**config.mk**
```make
export PLATFORM = sky130hd
export DESIGN_NAME = keypad_scanner
export DESIGN_NICKNAME = d
export VERILOG_FILES = /design/src/rtl/keypad_scanner.sv
export SDC_FILE = /design/constraint.sdc
export NUM_CORES = 1
export LEC_CHECK = 0
export ABC_AREA = 1
export BUFFER_PORTS_ARGS = -buffer_cell sky130_fd_sc_hd__buf_2
export CORE_AREA = 3 3 77 79
export CTS_BUF_LIST = sky130_fd_sc_hd__clkbuf_2
export DETAILED_ROUTE_END_ITERATION = 10
export DIE_AREA = 0 0 80 82
export GPL_TIMING_DRIVEN = 0
export PLACE_DENSITY = 0.79
export SLEW_MARGIN = 20
export SYNTH_ARGS = -nofsm -noshare
export SYNTH_HDL_FRONTEND = slang
export SYNTH_SLANG_ARGS = --single-unit
```
**constraint.sdc**
```tcl
create_clock -name clk -period 2.25 [get_ports clk]
set_input_delay 0.1125 -clock clk [delete_from_list [all_inputs] [get_ports clk]]
set_output_delay 0.1125 -clock clk [all_outputs]
set_load 0.02 [all_outputs]
```
**src/rtl/keypad_scanner.sv**
```systemverilog
// keypad_scanner: 4x4 matrix keypad scanner with per-frame debounce.
// clk/reset(async, low) | row_in: rows (low=pressed) | col_out: one-hot-low
// key_code: last accepted 4*row+col | key_valid: accept pulse | key_held
module keypad_scanner #(
  parameter int SCAN_CYCLES     = 100000,
  parameter int DEBOUNCE_FRAMES = 4
) (
  input  logic       clk,
  input  logic       reset,
  input  logic [3:0] row_in,
  output logic [3:0] col_out,
  output logic [3:0] key_code,
  output logic       key_valid,
  output logic       key_held
);

  localparam int DW = (SCAN_CYCLES > 1) ? $clog2(SCAN_CYCLES) : 1;
  localparam int CW = $clog2(DEBOUNCE_FRAMES + 1);

  localparam logic [DW-1:0] DWELL_LAST = DW'(SCAN_CYCLES - 1);
  localparam logic [CW-1:0] CNT_DONE   = CW'(DEBOUNCE_FRAMES);
  localparam logic [CW-1:0] CNT_ONE    = CW'(1);

  typedef enum logic [1:0] {
    S_IDLE,
    S_DEBOUNCE,
    S_HELD
  } state_t;

  logic [3:0]    row_s1;
  logic [3:0]    row_s2;
  logic [DW-1:0] dwell;
  logic [1:0]    col;
  logic          last;
  logic [15:0]   snap;
  logic [15:0]   snap_n;
  logic          frame_end_q;

  logic          none;
  logic          multi;
  logic          single;
  logic [3:0]    hit;

  state_t        state;
  state_t        state_n;
  logic [3:0]    cand;
  logic [3:0]    cand_n;
  logic [CW-1:0] cnt;
  logic [CW-1:0] cnt_n;
  logic [CW-1:0] cnt_inc;
  logic [3:0]    code_n;
  logic          valid_n;
  logic          held_n;

  always_ff @(posedge clk or negedge reset) begin
    if (!reset) begin
      row_s1 <= 4'hF;
      row_s2 <= 4'hF;
    end else begin
      row_s1 <= row_in;
      row_s2 <= row_s1;
    end
  end

  assign last = (dwell == DWELL_LAST);

  // col_out rotates as its own register so the pins
  // never glitch through a decoder when col changes.
  always_ff @(posedge clk or negedge reset) begin
    if (!reset) begin
      dwell   <= '0;
      col     <= 2'd0;
      col_out <= 4'b1110;
    end else if (last) begin
      dwell   <= '0;
      col     <= col + 2'd1;
      col_out <= {col_out[2:0], col_out[3]};
    end else begin
      dwell   <= dwell + DW'(1);
    end
  end

  always_comb begin
    snap_n = snap;
    for (int r = 0; r < 4; r++) begin
      snap_n[{2'(r), col}] = ~row_s2[r];
    end
  end

  // Every column rewrites its 4 bits each frame,
  // so the snapshot never needs clearing.
  always_ff @(posedge clk or negedge reset) begin
    if (!reset) begin
      snap        <= 16'h0;
      frame_end_q <= 1'b0;
    end else begin
      if (last) begin
        snap <= snap_n;
      end
      frame_end_q <= last && (col == 2'd3);
    end
  end

  assign none   = (snap == 16'h0);
  assign multi  = |(snap & (snap - 16'd1));
  assign single = !none && !multi;

  always_comb begin
    hit = 4'd0;
    for (int i = 0; i < 16; i++) begin
      if (snap[i]) begin
        hit = 4'(i);
      end
    end
  end

  assign cnt_inc = cnt + CNT_ONE;

  always_comb begin
    state_n = state;
    cand_n  = cand;
    cnt_n   = cnt;
    code_n  = key_code;
    valid_n = 1'b0;
    held_n  = key_held;
    if (frame_end_q) begin
      unique case (state)
        S_IDLE: begin
          if (single) begin
            cand_n = hit;
            if (DEBOUNCE_FRAMES == 1) begin
              code_n  = hit;
              valid_n = 1'b1;
              held_n  = 1'b1;
              cnt_n   = '0;
              state_n = S_HELD;
            end else begin
              cnt_n   = CNT_ONE;
              state_n = S_DEBOUNCE;
            end
          end
        end
        S_DEBOUNCE: begin
          unique case (1'b1)
            single && (hit == cand): begin
              if (cnt_inc == CNT_DONE) begin
                code_n  = cand;
                valid_n = 1'b1;
                held_n  = 1'b1;
                cnt_n   = '0;
                state_n = S_HELD;
              end else begin
                cnt_n = cnt_inc;
              end
            end
            single && (hit != cand): begin
              cand_n = hit;
              cnt_n  = CNT_ONE;
            end
            default: begin
              cnt_n   = '0;
              state_n = S_IDLE;
            end
          endcase
        end
        S_HELD: begin
          if (none) begin
            if (cnt_inc == CNT_DONE) begin
              held_n  = 1'b0;
              cnt_n   = '0;
              state_n = S_IDLE;
            end else begin
              cnt_n = cnt_inc;
            end
          end else begin
            // Any key activity restarts the release count.
            cnt_n = '0;
          end
        end
        default: begin
          cnt_n   = '0;
          state_n = S_IDLE;
        end
      endcase
    end
  end

  always_ff @(posedge clk or negedge reset) begin
    if (!reset) begin
      state     <= S_IDLE;
      cand      <= 4'd0;
      cnt       <= '0;
      key_code  <= 4'd0;
      key_valid <= 1'b0;
      key_held  <= 1'b0;
    end else begin
      state     <= state_n;
      cand      <= cand_n;
      cnt       <= cnt_n;
      key_code  <= code_n;
      key_valid <= valid_n;
      key_held  <= held_n;
    end
  end

endmodule

```
## Yosys cells after proc, flatten, opt, wreduce, memory -nomap -nowiden

Cells that the tools add are included.
W data, S select, Z words.

- $add $sub $neg: 4
- Order comparisons: 8
- Equality and inequality tests: 15
- Muxes and demuxes: 51
- Bitwise logic cells: 5
- Reduce and logical (&&, ||, !) cells: 20

Operators with widths:

| cell | count |
|---|---|
| $bwmux W16 | 4 |
| $mux W4 | 10 |
| $mux W3 | 7 |
| $add A17 B1 Y17 const B | 1 |
| $eq A17 B17 Y1 const B | 1 |
| $mux W17 | 1 |
| $and A16 B16 Y16 | 1 |
| $logic_not A16 Y1 | 1 |
| $reduce_or A16 Y1 | 1 |
| $sub A16 B1 Y16 const B | 1 |
| $ne A2 B2 Y1 const B | 7 |
| $mux W1 | 13 |
| $mux W2 | 6 |
| $reduce_and A6 Y1 | 2 |
| $lt A4 B5 Y1 const B | 2 |
| $pmux W3 S3 | 1 |
| $demux W1 S2 | 4 |
| $ge A4 B1 Y1 const B | 2 |
| $logic_and A1 B1 Y1 | 8 |
| $pmux W4 S2 | 1 |
| $reduce_and A4 Y1 | 2 |
| $pmux W2 S3 | 1 |
| $pmux W3 S2 | 1 |
| $lt A2 B5 Y1 const B | 1 |
| 18 further kinds | 24 |

- Register bits after elaboration: 63
- Input port bits: 6
- Output and inout bits: 10
- Word-level logic and storage cells: 116

## Logic depth before layout (Yosys ltp)

Gate-level depths: netlist (run 1).

- Depth after elaboration: 20
- Mapped depth: 22
- Gate-level depth less buffers: 22

## Least setup slack after synthesis (run 1)

Ideal clock, no wire load.

- Path kind: register -> register
- Start: register dwell[0]
- End: register dwell[16]
- Setup time: 0.077 ns
- Arrival time: 1.857 ns
- Required time: 2.173 ns
- Path slack: 0.315 ns
- Stages on the path, launching flop included: 16
- Buffers on the path: 0
- Period minus slack after synthesis: 1.935 ns
- Cells stage by stage: dfrtp_1 > ha_1 > nand2_1 > nor2_1 > inv_1 > nor2_4 > inv_1 > nor3_2 > nand2_1 > nor2_1 > nand3_1 > nor2_1 > nand2_1 > nor4_2 > o21ai_0 > a21oi_1

- Longest elaborated chain between the ends: 2
- Elaborated cells on any way between the ends: 3
- Those cells by class: 1 x add/sub; 1 x eq/ne; 1 x mux

RTL lines:

| element | RTL line | source |
|---|---|---|
| start: declaration | 32 | `logic [DW-1:0] dwell;` |
| start signal: assignment | 79 | `dwell <= dwell + DW'(1);` |
| $add A17 B1 Y17 / $eq A17 B17 Y1 (equally long branches) | 79, 65 |  |
| $mux W17 * | 74 | `end else if (last) begin` |

Every way passes the cells marked *; elsewhere a longest branch is shown, timed or not.
A chain may end at the register's enable or synchronous reset.

## Final worst setup path (run 1)

- Start: register dwell[1]
- End: register dwell[16]

The elaborated chain is that of the path after synthesis.

==> summary.md, run 1 <==
| Metric | Value |
|---|---|
| Worst Path Max Fanout | 4 |
| Status | finished clean |
| Cells along the critical path | ha_2, nand2_1, nor2_1, inv_1, nor2_4, inv_1, nor3_2, nand2_1, nor2_2, nand3_2, nor2_2, nand2_2, nor4_4, o21ai_0, a21oi_1 |
| Die footprint | 6560 um2 |
| Simple-gate area share of the yosys netlist | 32.76% |
| Clock Latency Late Sink | 0.48 ns |
| Area delta synth->final | 18.47% |
| Clock-pin slew on the worst setup and hold paths | 0.20 ns |
| Share of cells above drive strength 1 | 25.43% |
| Most common cell after layout, fill and taps aside | nand2_1 |
| Fmax | 0.4524 GHz |
| Die height | 82 um |
| DR iter-0 viols | 162 |
| First-pass GRT wire length | 10.73 mm |
| DR WL/cell | 12.06 um |
| Critical-path top delay cell | dfrtp_1 |
| Crit Path Category | flip-flop to flip-flop |
| Critical path's top delay family | simple AND/OR/NAND/NOR gates |
| Buffers & Inverters on Critical Path | 2 |
| Avg Cell Area, Syn | 7.971 um2 |
| Max Slew Vio Count | 0 |
| DIE WIDTH | 80 um |
| Required time worst endpoint | 2.64 ns |
| Compound-Gate Fraction of Synth Area | 6.956% |
| Grt ovf | 0 |
| Synth cell types | 37 |
| N_diodes | 0 |
| Crit end category | flip-flop |
| CTS tree | built |
| Post-Syn Area | 3292 um2 |
| CTS max path bufs | 2 |
| Starting Density | 60.90% |
| CTS Sinks | 63 |
| Final worst path period need | 2.210 ns |
| Synthesized flop and latch total | 63 |
| # rows | 27 |
| GRT Total Usage | 20.70% |
| DR vias | 2755 |
| H-tree levels | 3 |
| Peak supply drop | 0.0005507 V |
| Post-Synth XOR/XNOR Area | 2.128% |
| PortBufs | 15 |
| Synth warn | 0 |
| Seq pwr share | 62.6% |
| Most frequent cells in the layout | 123 x nand2_1, 52 x inv_1, 43 x dfrtp_1 |
| HP Class | input port to asynchronous set/reset pin |
| Final hold vios | 0 |
| Vias in the first global route | 2561 |
| DP HPWL | 4.314 mm |
| Core Area | 5405 um2 |
| CP startpoint kind | flip-flop |
| Post-synthesis sequential area ratio | 48.31% |
| Pleak | 2.018 nW |
| Clock share of power | 35.7% |
| RSZ-0062 raised after global routing | true |
| Mapped Nets | 427 |
| Nets | 477 |
| First-pass DRT Iterations | 4 |
| Logic pwr share | 1.7% |
| Mux contribution to synthesized area | 0% |
| Routed Antenna Nets | 0 |
| DP Area | 3460 um2 |
| Slew @ Worst Pin | 0.7578 ns |
| CP Data Arrival Time | 2.60 ns |
| Finished Layout Cells | 540 |
| Largest net degree at the start of global routing | 64 |
| Placer Congestion | 0.9053 |
| Top Usage Layer GRT | met2 |
| Max-slew headroom | 49.48% |
| Highest cell delay on the worst timing path | 0.39 ns |
| Final setup skew | 0.03407 ns |
| Switching power | 435.7 uW |
| Largest family of logic cells by synthesized area | simple AND/OR/NAND/NOR gates |
| Met1 usage | 25.91% |
| Util after Layout | 72.15% |
| Fin area | 3900 um2 |
| Fin crit share | 98.24% |
| Post-Synth Adder-Cell Area | 3.041% |
| PD cells | 471.5 nW/um2 |
| Switching share of total power | 23.69% |
| DRC violations left | 0 |
| # IOs | 16 |
| M2 GR Usage | 34.52% |
| Finish-stage setup viols | 0 |
| Max Cap Viol | 0 |
| Total CTS buffers | 9 |
| Via density | 5.102 |
| Initial antenna violation count | 0 |
| Clock Root Buffer | clkbuf_2 |
| Met3 Usage GRT | 5.811% |
| Mapped Cells | 413 |
| Int Power | 1.403 mW |
| Overall Power | 1.839 mW |
| Post-Place Cells | 500 |
| Routed wire length | 6.510 mm |
[final timing paths]
path	start	end	slack, ns	cells after the start
max in group asynchronous	reset	snap[11]$_DFFE_PN0P_	1.46	2
hold reg to reg	row_s1[1]$_DFF_PN1_	row_s2[1]$_DFF_PN1_	0.37	0
hold / removal	reset	state[0]$_DFFE_PN0P_	0.22	2
setup / recovery	dwell[1]$_DFF_PN0_	dwell[16]$_DFF_PN0_	0.04	15
min in group clk	row_in[1]	row_s1[1]$_DFF_PN1_	0.27	2
setup reg to reg	dwell[1]$_DFF_PN0_	dwell[16]$_DFF_PN0_	0.04	15
[Yosys cell counts (all sizes together)]
master	count	area share, %
and3	1	0.19
nand2	135	16
a31oi	1	0.19
o21ai	30	4.7
nand3	22	3.5
dfrtp	52	40
clkbuf	1	0.11
nor3	11	2.5
nor2	42	6.2
xnor2	2	0.53
nand3b	1	0.23
nor3b	2	0.61
and2	1	0.19
clkinv	2	0.27
nand4	11	2.5
dfstp	11	8.8
a21oi	12	1.8
buf	1	0.15
inv	55	6.3
nor4	4	0.95
a2111oi	1	0.27
ha	8	3.0
or2	1	0.19
xor2	6	1.6
[cells by family (layout without fill, tap and decap cells)]
kind of cell,Yosys count,count (layout)
fa+ha+maj,8,8
simple gates,231,231
compound gates,44,44
xor+xnor,8,8
buf+inv,59,114
flops,63,63
[power by group through the flow]
| stage | Sequential, mW | Combinational, mW | Clock, mW |
|---|---|---|---|
| 2_1_floorplan | 1.17 | 0.00000663 | 0 |
| 3_3_place_gp | 1.17 | 0.0259 | 0 |
| 3_5_place_dp | 1.17 | 0.0268 | 0 |
| 4_1_cts | 1.15 | 0.0335 | 0.684 |
| 5_1_grt | 1.15 | 0.0365 | 0.724 |
| 6_report | 1.15 | 0.0316 | 0.657 |
[area by class of cell]
cell class / count / area, um2
multi-input cells: 291 / 1604
flip-flops and latches: 63 / 1602
fillers: 392 / 1505
repair buffers: 39 / 270.3
inverters: 57 / 216.5
well taps: 72 / 90.09
clock inverters: 7 / 63.81
clock buffers: 9 / 45.04
plain buffers: 2 / 8.758
[through the flow]
stage | TNS, ns | worst slack (ns) | hold WS [ns]
floorplan | 0 | 0.3150 | -0.1831
detailed placement | 0 | 0.03250 | 0.2188
global placement | 0 | 0.09268 | 0.2173
finish | 0 | 0.03968 | 0.2158
global route | -0.7241 | -0.1881 | 0.2272
CTS | 0 | 0.01645 | 0.2083
[worst register-to-register path: stages, from the launching register on]
cell and delay, ns:
dfrtp_1 0.39, ha_2 0.19, nand2_1 0.05, nor2_1 0.08
inv_1 0.08, nor2_4 0.11, inv_1 0.07, nor3_2 0.20
nand2_1 0.12, nor2_2 0.12, nand3_2 0.11, nor2_2 0.14
nand2_2 0.09, nor4_4 0.16, o21ai_0 0.11, a21oi_1 0.13
[metal layers]
layer | vias up | wire (um)
met2 | 46 | 3245
met1 | 1282 | 2974
li1 | 1414 | -
met5 | - | 0
met4 | 0 | 99
met3 | 13 | 191
[registers in the layout (all words and copies together) (netlist names)]
name / cells
row_s2: 4
col_out: 4
key_valid: 1
frame_end_q: 1
key_held: 1
dwell: 17
state: 2
key_code: 4
col: 2
cand: 4
cnt: 3
snap: 16
row_s1: 4
[timing repair]
action | CTS | global route
endpoints found under the hold margin | 56 | 0
gates resized for setup | 0 | 43
hold buffers | 5 | 0
setup endpoints to repair | 1 | 27
pin swaps | 0 | 12
buffers inserted | 1 | 18
(Power assumes the default switching activity.)
==> inputs of run 2 (changes only) <==
- PLACE_DENSITY: 0.79 -> 0.85
==> summary.md, run 2 (synthesis gave the netlist of run 1 again) <==
| Metric | Value |
|---|---|
| CTS tree | built |
| Max-slew headroom | 49.22% (-0.26 points) |
| Fin worst setup slack | -0.08405 ns (-0.1237 ns) |
| Routed wire length | 7.182 mm (+10%) |
| Nets | 480 (+0.63%) |
| # IOs | 16 (unchanged) |
| Die height | 82 um (unchanged) |
| Max Cap Viol | 0 (unchanged) |
| Crit end category | flip-flop |
| Fmax | 0.4284 GHz (-5.3%) |
| Vias in the first global route | 2609 (+1.9%) |
| Status | complete, but fails checks |
| Max reg flops | 17 (unchanged) |
| DP Area | 3460 um2 (unchanged) |
| Placer Congestion | 0.9142 (+0.98%) |
| Most frequent cells in the layout | 120 x nand2_1, 53 x inv_1, 43 x dfrtp_1 |
| DP HPWL | 4.494 mm (+4.2%) |
| Violated checks | setup timing |
| Total CTS buffers | 9 (unchanged) |
| Overall Power | 2.068 mW (+12%) |
| Crit Path Category | flip-flop to flip-flop |
| Final setup skew | 0.02238 ns (-0.01169 ns) |
| CP startpoint kind | flip-flop |
| CP Data Arrival Time | 2.77 ns (+0.17 ns) |
| Worst Path Max Fanout | 5 (+1) |
| Reg with most FFs | dwell |
| Required time worst endpoint | 2.69 ns (+0.05 ns) |
| Fin area | 3989 um2 (+2.3%) |
| Metal3 WL | 293 um (+53%) |
| Grt ovf | 0 (unchanged) |
| Most common cell after layout, fill and taps aside | nand2_1 |
| Clock Latency Late Sink | 0.49 ns (about the same) |
| Util after Layout | 73.80% (+1.6 points) |
| Largest net degree at the start of global routing | 64 (unchanged) |
| Fin crit share | 103.7% (+5.5 points) |
| PD cells | 518.4 nW/um2 (+9.9%) |
| # rows | 27 (unchanged) |
| H-tree levels | 3 (unchanged) |
| Final worst path period need | 2.334 ns (+0.1237 ns) |
| Clock-pin slew on the worst setup and hold paths | 0.19 ns (about the same) |
| DR vias | 2891 (+4.9%) |
| Via density | 5.324 (+4.4%) |
| Die footprint | 6560 um2 (unchanged) |
| Finish-stage setup viols | 12 (+12) |
| Min Hold Slack | 0.1850 ns (-0.03082 ns) |
| CTS max path bufs | 2 (unchanged) |
| PortBufs | 15 (unchanged) |
| DIE WIDTH | 80 um (unchanged) |
| Pleak | 2.048 nW (+1.4%) |
| Final hold vios | 0 (unchanged) |
| First-pass DRT Iterations | 5 (+1) |
| FILL cells | 366 (-6.6%) |
| N_diodes | 0 (unchanged) |
| DR WL/cell | 13.23 um (+9.7%) |
| DR iter-0 viols | 190 (+17%) |
| Slew @ Worst Pin | 0.7616 ns (+0.003841 ns) |
| DRC violations left | 0 (unchanged) |
| Area delta synth->final | 21.17% |
| Share of cells above drive strength 1 | 26.11% (+0.69 points) |
| Core Area | 5405 um2 (unchanged) |
| GRT Total Usage | 20.99% (+0.29 points) |
| Wl on met1 | 3.067 mm (+3.1%) |
| Routed Antenna Nets | 0 (unchanged) |
| First-pass GRT wire length | 10.84 mm (+1.0%) |
| Clock Root Buffer | clkbuf_2 |
| Max Slew Vio Count | 0 (unchanged) |
| Metal2 WL | 3.685 mm (+14%) |
| CTS Sinks | 63 (unchanged) |
| DR top layer | met4 |
| HP Class | input port to asynchronous set/reset pin |
| Final setup TNS | -0.6441 ns (-0.6441 ns) |
| Initial antenna violation count | 0 (unchanged) |
| Largest regs | dwell x17, snap x16 |
| Peak supply drop | 0.0004851 V (-12%) |
| RSZ-0062 raised after global routing | true |
| Starting Density | 60.90% (unchanged) |
[run 2: cell types whose count changed in the layout (fill, tap and decap cells not counted), sizes merged]
cell	change
buf	+3
bufinv	+2
clkinv	-2
[run 2: path summary, 6_finish.rpt]
| path | end | slack, ns | cells after the start | from |
|---|---|---|---|---|
| setup / recovery | key_code[2]$_DFFE_PN0P_ | -0.08 | 13 | snap[0]$_DFFE_PN0P_ |
| hold / removal | cnt[0]$_DFFE_PN0P_ | 0.18 | 2 | reset |
| setup reg to reg | key_code[2]$_DFFE_PN0P_ | -0.08 | 13 | snap[0]$_DFFE_PN0P_ |
| hold reg to reg | row_s2[1]$_DFF_PN1_ | 0.37 | 0 | row_s1[1]$_DFF_PN1_ |
| max in group asynchronous | snap[1]$_DFFE_PN0P_ | 1.50 | 2 | reset |
| min in group clk | row_s1[1]$_DFF_PN1_ | 0.25 | 2 | row_in[1] |
[run 2: final cells by class]
cell class	instances	area, um2	share of cell area (%)
Clock inverter	7	111.4	2.792
Clock buffer	9	45.04	1.129
Tap cell	72	90.09	2.258
Sequential cell	63	1602	40.15
Buffer	2	8.758	0.2196
Timing Repair Buffer	42	292.8	7.340
Multi-Input combinational cell	291	1617	40.53
Inverter	57	222.7	5.583
[run 2: per-stage QoR]
step / std cells / setup slack, ns
finish: 543 / -0.08405
global route: 543 / -0.2695
CTS: 521 / 0.01282
detailed placement: 500 / 0.02015
global placement: 500 / 0.1061
floorplan: 413 / 0.3150
[run 2: power breakdown]
part / switching [mW] / total (mW) / internal, mW
clock network: 0.414 / 0.886 / 0.473
logic: 0.0221 / 0.0312 / 0.00915
registers: 0.00385 / 1.15 / 1.15
total: 0.440 / 2.07 / 1.63
[run 2: what timing repair did]
item,CTS,global route
resized for setup,1,50
buffers inserted,0,22
endpoints found under the setup margin,1,35
hold buffers,5,0
pin swaps,0,17
endpoints found under the hold margin,56,0
[run 2: metal layers]
metal / up-vias / GRT usage, %
met4: 0 / 7.264
met5: - / 0
li1: 1415 / -
met2: 83 / 36.09
met1: 1369 / 25.28
met3: 24 / 6.031
[run 2: worst max-delay path, stage by stage, from the launching register on]
cell     delay, ns
dfrtp_1       0.47
nor2_4        0.18
nand2_4       0.10
inv_6         0.09
nor2_4        0.04
nor3_2        0.18
nand3_1       0.11
nor3_2        0.23
nand3_2       0.15
nor3_4        0.23
nand4_2       0.17
nor2_4        0.21
nand2_1       0.07
nand2_1       0.06
